### config.mk
export PLATFORM = sky130hd
export DESIGN_NAME = maze_mem_arbiter
export DESIGN_NICKNAME = d
export VERILOG_FILES = /design/src/rtl/maze_mem_arbiter_pkg.sv /design/src/rtl/maze_rr_pick.sv /design/src/rtl/maze_mem_arbiter.sv
export SDC_FILE = /design/constraint.sdc
export NUM_CORES = 1
export LEC_CHECK = 0
export BUFFER_PORTS_ARGS = -buffer_cell sky130_fd_sc_hd__buf_4
export CAP_MARGIN = 20
export CORE_UTILIZATION = 39
export CTS_CLUSTER_DIAMETER = 80
export CTS_CLUSTER_SIZE = 8
export DETAILED_ROUTE_END_ITERATION = 6
export PLACE_DENSITY = 0.74
export SLEW_MARGIN = 30
export SYNTH_ARGS = -nofsm -noshare
export SYNTH_HDL_FRONTEND = slang
export SYNTH_SLANG_ARGS = --single-unit
### constraint.sdc
create_clock -name clk -period 1.55 [get_ports clk]
set_clock_uncertainty 0.2 [all_clocks]
set_input_delay 0.31 -clock clk [delete_from_list [all_inputs] [get_ports clk]]
set_output_delay 0.31 -clock clk [all_outputs]
set_load 0.02 [all_outputs]
### src/rtl/maze_mem_arbiter_pkg.sv
// maze_mem_arbiter_pkg: shared maze widths, client ids and tag type
package maze_mem_arbiter_pkg;
  localparam int MAZE_WIDTH_DEF = 6;
  localparam int CID_W = 1;
  typedef logic [CID_W-1:0] cid_t;
  localparam cid_t CLIENT0 = 1'b0;
  localparam cid_t CLIENT1 = 1'b1;
  typedef struct packed {
    logic valid;
    cid_t id;
  } tag_t;
endpackage

### src/rtl/maze_rr_pick.sv
// maze_rr_pick: lock-aware round-robin choice between two eligible clients
module maze_rr_pick
  import maze_mem_arbiter_pkg::*;
(
  input  logic [1:0] eligible,
  input  cid_t       last_grant,
  input  tag_t       lock_owner,
  output logic [1:0] grant
);
  logic hold;
  assign hold = lock_owner.valid && eligible[lock_owner.id];
  assign grant = hold ? 2'b01 << lock_owner.id
               : &eligible ? (last_grant == CLIENT0 ? 2'b10 : 2'b01)
               : eligible;
endmodule

### src/rtl/maze_mem_arbiter.sv
// maze_mem_arbiter: two-client arbiter for the single-bit maze cell memory
module maze_mem_arbiter
  import maze_mem_arbiter_pkg::*;
#(
  parameter int maze_width = MAZE_WIDTH_DEF
) (
  input  logic                  clk,
  input  logic                  rst,
  input  logic                  req0,
  input  logic                  req1,
  input  logic                  lock0,
  input  logic                  lock1,
  input  logic [maze_width-1:0] row0,
  input  logic [maze_width-1:0] col0,
  input  logic [maze_width-1:0] row1,
  input  logic [maze_width-1:0] col1,
  input  logic                  oe0,
  input  logic                  we0,
  input  logic                  oe1,
  input  logic                  we1,
  output logic                  gnt0,
  output logic                  gnt1,
  output logic                  rvalid0,
  output logic                  rvalid1,
  output logic                  rdata,
  output logic [maze_width-1:0] row,
  output logic [maze_width-1:0] col,
  output logic                  maze_oe,
  output logic                  maze_we,
  input  logic                  maze_in
);
  logic [1:0] elig, pick, gnt;
  tag_t lock_q, lock_d, rd1_q, rd1_d, rd2_q;
  cid_t last_q, last_d, gid;
  logic [maze_width-1:0] row_q, row_d, col_q, col_d;
  logic oe_q, oe_d, we_q, we_d, g_oe, g_we, g_lock, any;
  assign elig = {req1 & (oe1 | we1), req0 & (oe0 | we0)};
  maze_rr_pick u_pick (
    .eligible  (elig),
    .last_grant(last_q),
    .lock_owner(lock_q),
    .grant     (pick)
  );
  assign gnt  = rst ? 2'b00 : pick;
  assign gnt0 = gnt[0];
  assign gnt1 = gnt[1];
  assign any  = |gnt;
  always_comb begin
    gid    = gnt[1] ? CLIENT1 : CLIENT0;
    g_oe   = gnt[1] ? oe1 : oe0;
    g_we   = gnt[1] ? we1 : we0;
    g_lock = gnt[1] ? lock1 : lock0;
    last_d = any ? gid : last_q;
    lock_d = '{valid: any && g_lock, id: gid};
    // write wins when both selectors are set, so such a grant never returns data
    oe_d   = any && g_oe && !g_we;
    we_d   = any && g_we;
    rd1_d  = '{valid: oe_d, id: gid};
    row_d  = any ? (gnt[1] ? row1 : row0) : row_q;
    col_d  = any ? (gnt[1] ? col1 : col0) : col_q;
  end
  always_ff @(posedge clk) begin
    if (rst) begin
      last_q <= CLIENT1;
      lock_q <= '0;
      rd1_q  <= '0;
      rd2_q  <= '0;
      row_q  <= '0;
      col_q  <= '0;
      oe_q   <= 1'b0;
      we_q   <= 1'b0;
    end else begin
      last_q <= last_d;
      lock_q <= lock_d;
      rd1_q  <= rd1_d;
      rd2_q  <= rd1_q;
      row_q  <= row_d;
      col_q  <= col_d;
      oe_q   <= oe_d;
      we_q   <= we_d;
    end
  end
  assign row     = row_q;
  assign col     = col_q;
  assign maze_oe = oe_q;
  assign maze_we = we_q;
  assign rvalid0 = rd2_q.valid && rd2_q.id == CLIENT0;
  assign rvalid1 = rd2_q.valid && rd2_q.id == CLIENT1;
  assign rdata   = maze_in;
endmodule
==> results.json <==
{
  "gp_congestion": 0.798,
  "setup_viol": 18,
  "synthCells": 117,
  "worst-setup-path-type": "reg -> out",
  "fmax_mhz": 527,
  "grt_overflow": 0,
  "drive_above_1_share_pct": 54.2,
  "grt_pass1_vias": 1094,
  "drt-initial-drc-count": 13,
  "gr-usage-all-layers_pct": 22.5,
  "pre_cts_ws_ns": -0.231,
  "critPathLaunchType": "register",
  "vdd_drop_max_v": 0.000509,
  "fp.dieH_um": 52.9,
  "cts_max_path_buffers": 2,
  "hold_violations": 0,
  "cts_hold_buf": 0,
  "start_util_pct": 41.2,
  "finish.instance_area_um2": 1690,
  "syn_area_um2": 1010,
  "synth_seq_area_share_pct": 37.6,
  "clk_latency_ns": 0.31,
  "min_period_ns": 1.90,
  "power_density_nw_per_um2": 737,
  "worstPathArrival_ns": 1.39,
  "cts_tree": "done",
  "hpwl_um": 2190,
  "totalWireLength_um": 3080,
  "synth_fp_nets": 152,
  "nets": 228,
  "cts_num_sinks": 19,
  "worstPathRequired_ns": 1.04,
  "wl_met2_um": 1530,
  "worst_setup_path_end_kind": "output pin",
  "finalPower_w": 0.00125,
  "synth_seq_cells": 19,
  "dieWidth_um": 52.9,
  "multiInputGateArea_um2": 631,
  "wl_met3_um": 170,
  "num_antenna_cells": 0,
  "final_cell_mix": "buf_4 (75), dfxtp_1 (16), nand2_1 (14)",
  "drv_slew": 0,
  "p_leak_nw": 0.746,
  "top_layer": "met4",
  "grt_max_degree": 17,
  "grt_pass1_wl_um": 4660,
  "ctsRootBufferMaster": "clkbuf_4",
  "yosysUniqueCellTypes": 29,
  "die-area_um2": 2800,
  "rsz0062_at_grt": "true",
  "yosysWarnings": 0,
  "hold_class": "in -> reg",
  "htree_levels": 1,
  "relSlewSlack_pct": 79.1,
  "final_antenna_net_count": 0,
  "wl_met1_um": 1300,
  "setup_slack_ns": -0.346,
  "outcome": "complete, but fails checks",
  "num_rows": 18,
  "first_pass_iters": 5,
  "avgSynthCellArea_um2": 8.65,
  "clkTransAtPathRegs_ns": 0.10,
  "fin_crit_sh_pct": 122,
  "seq_area_um2": 384,
  "crit_path_max_fanout": 3,
  "detail_route.wl_per_cell_um": 13.9,
  "antenna_found_initial": 0,
  "cap_violations": 0,
  "area_delta_synth_final_pct": 67.1,
  "io_pins": 54,
  "routed_via_density": 5.34,
  "layout_commonest_cell": "buf_4",
  "violations": "negative setup slack",
  "vias": 1185,
  "place_area_um2": 1530,
  "fillers": 194,
  "postLayoutCoreUtil_pct": 68.9,
  "cts_buffers": 3,
  "coreArea_um2": 2450,
  "io_buffers": 51,
  "drcViolationCount": 0,
  "tightest_slew_ns": 0.314
}
[flip-flops by register name (all words and copies together), names as in the netlist]
register,cells
row,6
maze_we,1
rd2_q,2
col,6
last_q,1
lock_q,1
rd1_q,1
maze_oe,1
[cells in the mapped netlist]
library cell	n	area, um^2
a211oi_2	1	12.5
a21oi_1	1	5.00
a21oi_2	1	8.76
a311o_1	1	10.0
a311oi_1	12	105
a311oi_2	1	15.0
a311oi_4	1	26.3
a31o_4	1	17.5
a31oi_1	5	31.3
a31oi_4	1	21.3
and2_1	3	18.8
buf_2	1	5.00
buf_4	4	30.0
buf_6	1	11.3
clkbuf_1	2	7.51
dfxtp_1	19	380
inv_1	1	3.75
mux2i_1	1	10.0
nand2_1	17	63.8
nor2_1	14	52.6
nor2b_1	9	56.3
nor3_1	1	5.00
o211a_1	1	10.0
o211ai_1	1	7.51
o21a_1	3	22.5
o21ai_0	10	50.1
o21ai_1	2	10.0
o21ai_2	1	8.76
or2_1	1	6.26
[what timing repair did]
action	CTS	global route
pin swaps	11	9
gates resized for setup	7	9
setup buffers	3	6
endpoints found under the setup margin	16	18
[metrics by stage]
stage                     TNS, ns  hold slack, ns  cells
after CTS                   -2.02          0.0338    216
after floorplan            -0.212           0.239    117
final                       -3.67          0.0456    222
after global routing        -4.80          0.0608    222
after global placement      -2.03           0.253    209
after detailed placement    -2.72           0.264    209
[area by class of cell]
type                       count  share of cell area (%)
clock inverter                 1                   0.296
multi-input combinational     89                    37.3
tap                           30                    2.22
timing repair buffer          79                    35.9
clock buffer                   3                    1.33
inverter                       1                   0.222
sequential                    19                    22.7
[critical path, cell delays in order, from the launching register on]
cell	delay, ns
dfxtp_2	0.33
or2_4	0.27
and2_4	0.17
nor2_2	0.09
nor3_2	0.05
buf_4	0.16
[power by group]
part	total [W]	switching (W)	internal (W)
logic	0.000435	0.000210	0.000225
registers	0.000557	0.0000270	0.000530
clock network	0.000255	0.000159	0.0000965
total	0.00125	0.000396	0.000851
[kinds of logic (layout without fill, tap and decap cells)]
group,after synthesis,in the layout,synth area share (%)
and+or+nand+nor,45,45,20.0
AOI/OAI and AO/OA,43,43,35.7
DFF,19,19,37.6
buffers and inverters,9,84,5.69
muxes,1,1,0.989
[metal layers]
| layer | up-vias | global-route usage, % |
|---|---|---|
| met1 | 555 | 26.1 |
| met3 | 7 | 4.60 |
| met4 | 0 | 11.4 |
| met2 | 43 | 38.6 |
| li1 | 580 | - |
| met5 | - | 0 |
[path summary, 6_finish.rpt]
path                     endpoint           startpoint  slack, ns  cells past startpoint
min          lock_q[1]$_SDFF_PP0_                lock1       0.05                      3
max reg2reg   col[4]$_SDFFE_PP0P_  last_q$_SDFFE_PP1P_      -0.26                      6
max                          gnt0  last_q$_SDFFE_PP1P_      -0.35                      5
min reg2reg   rd2_q[1]$_SDFF_PP0_   maze_oe$_SDFF_PP0_       0.27                      1
Note: power is estimated with default switching activity, not from simulation.
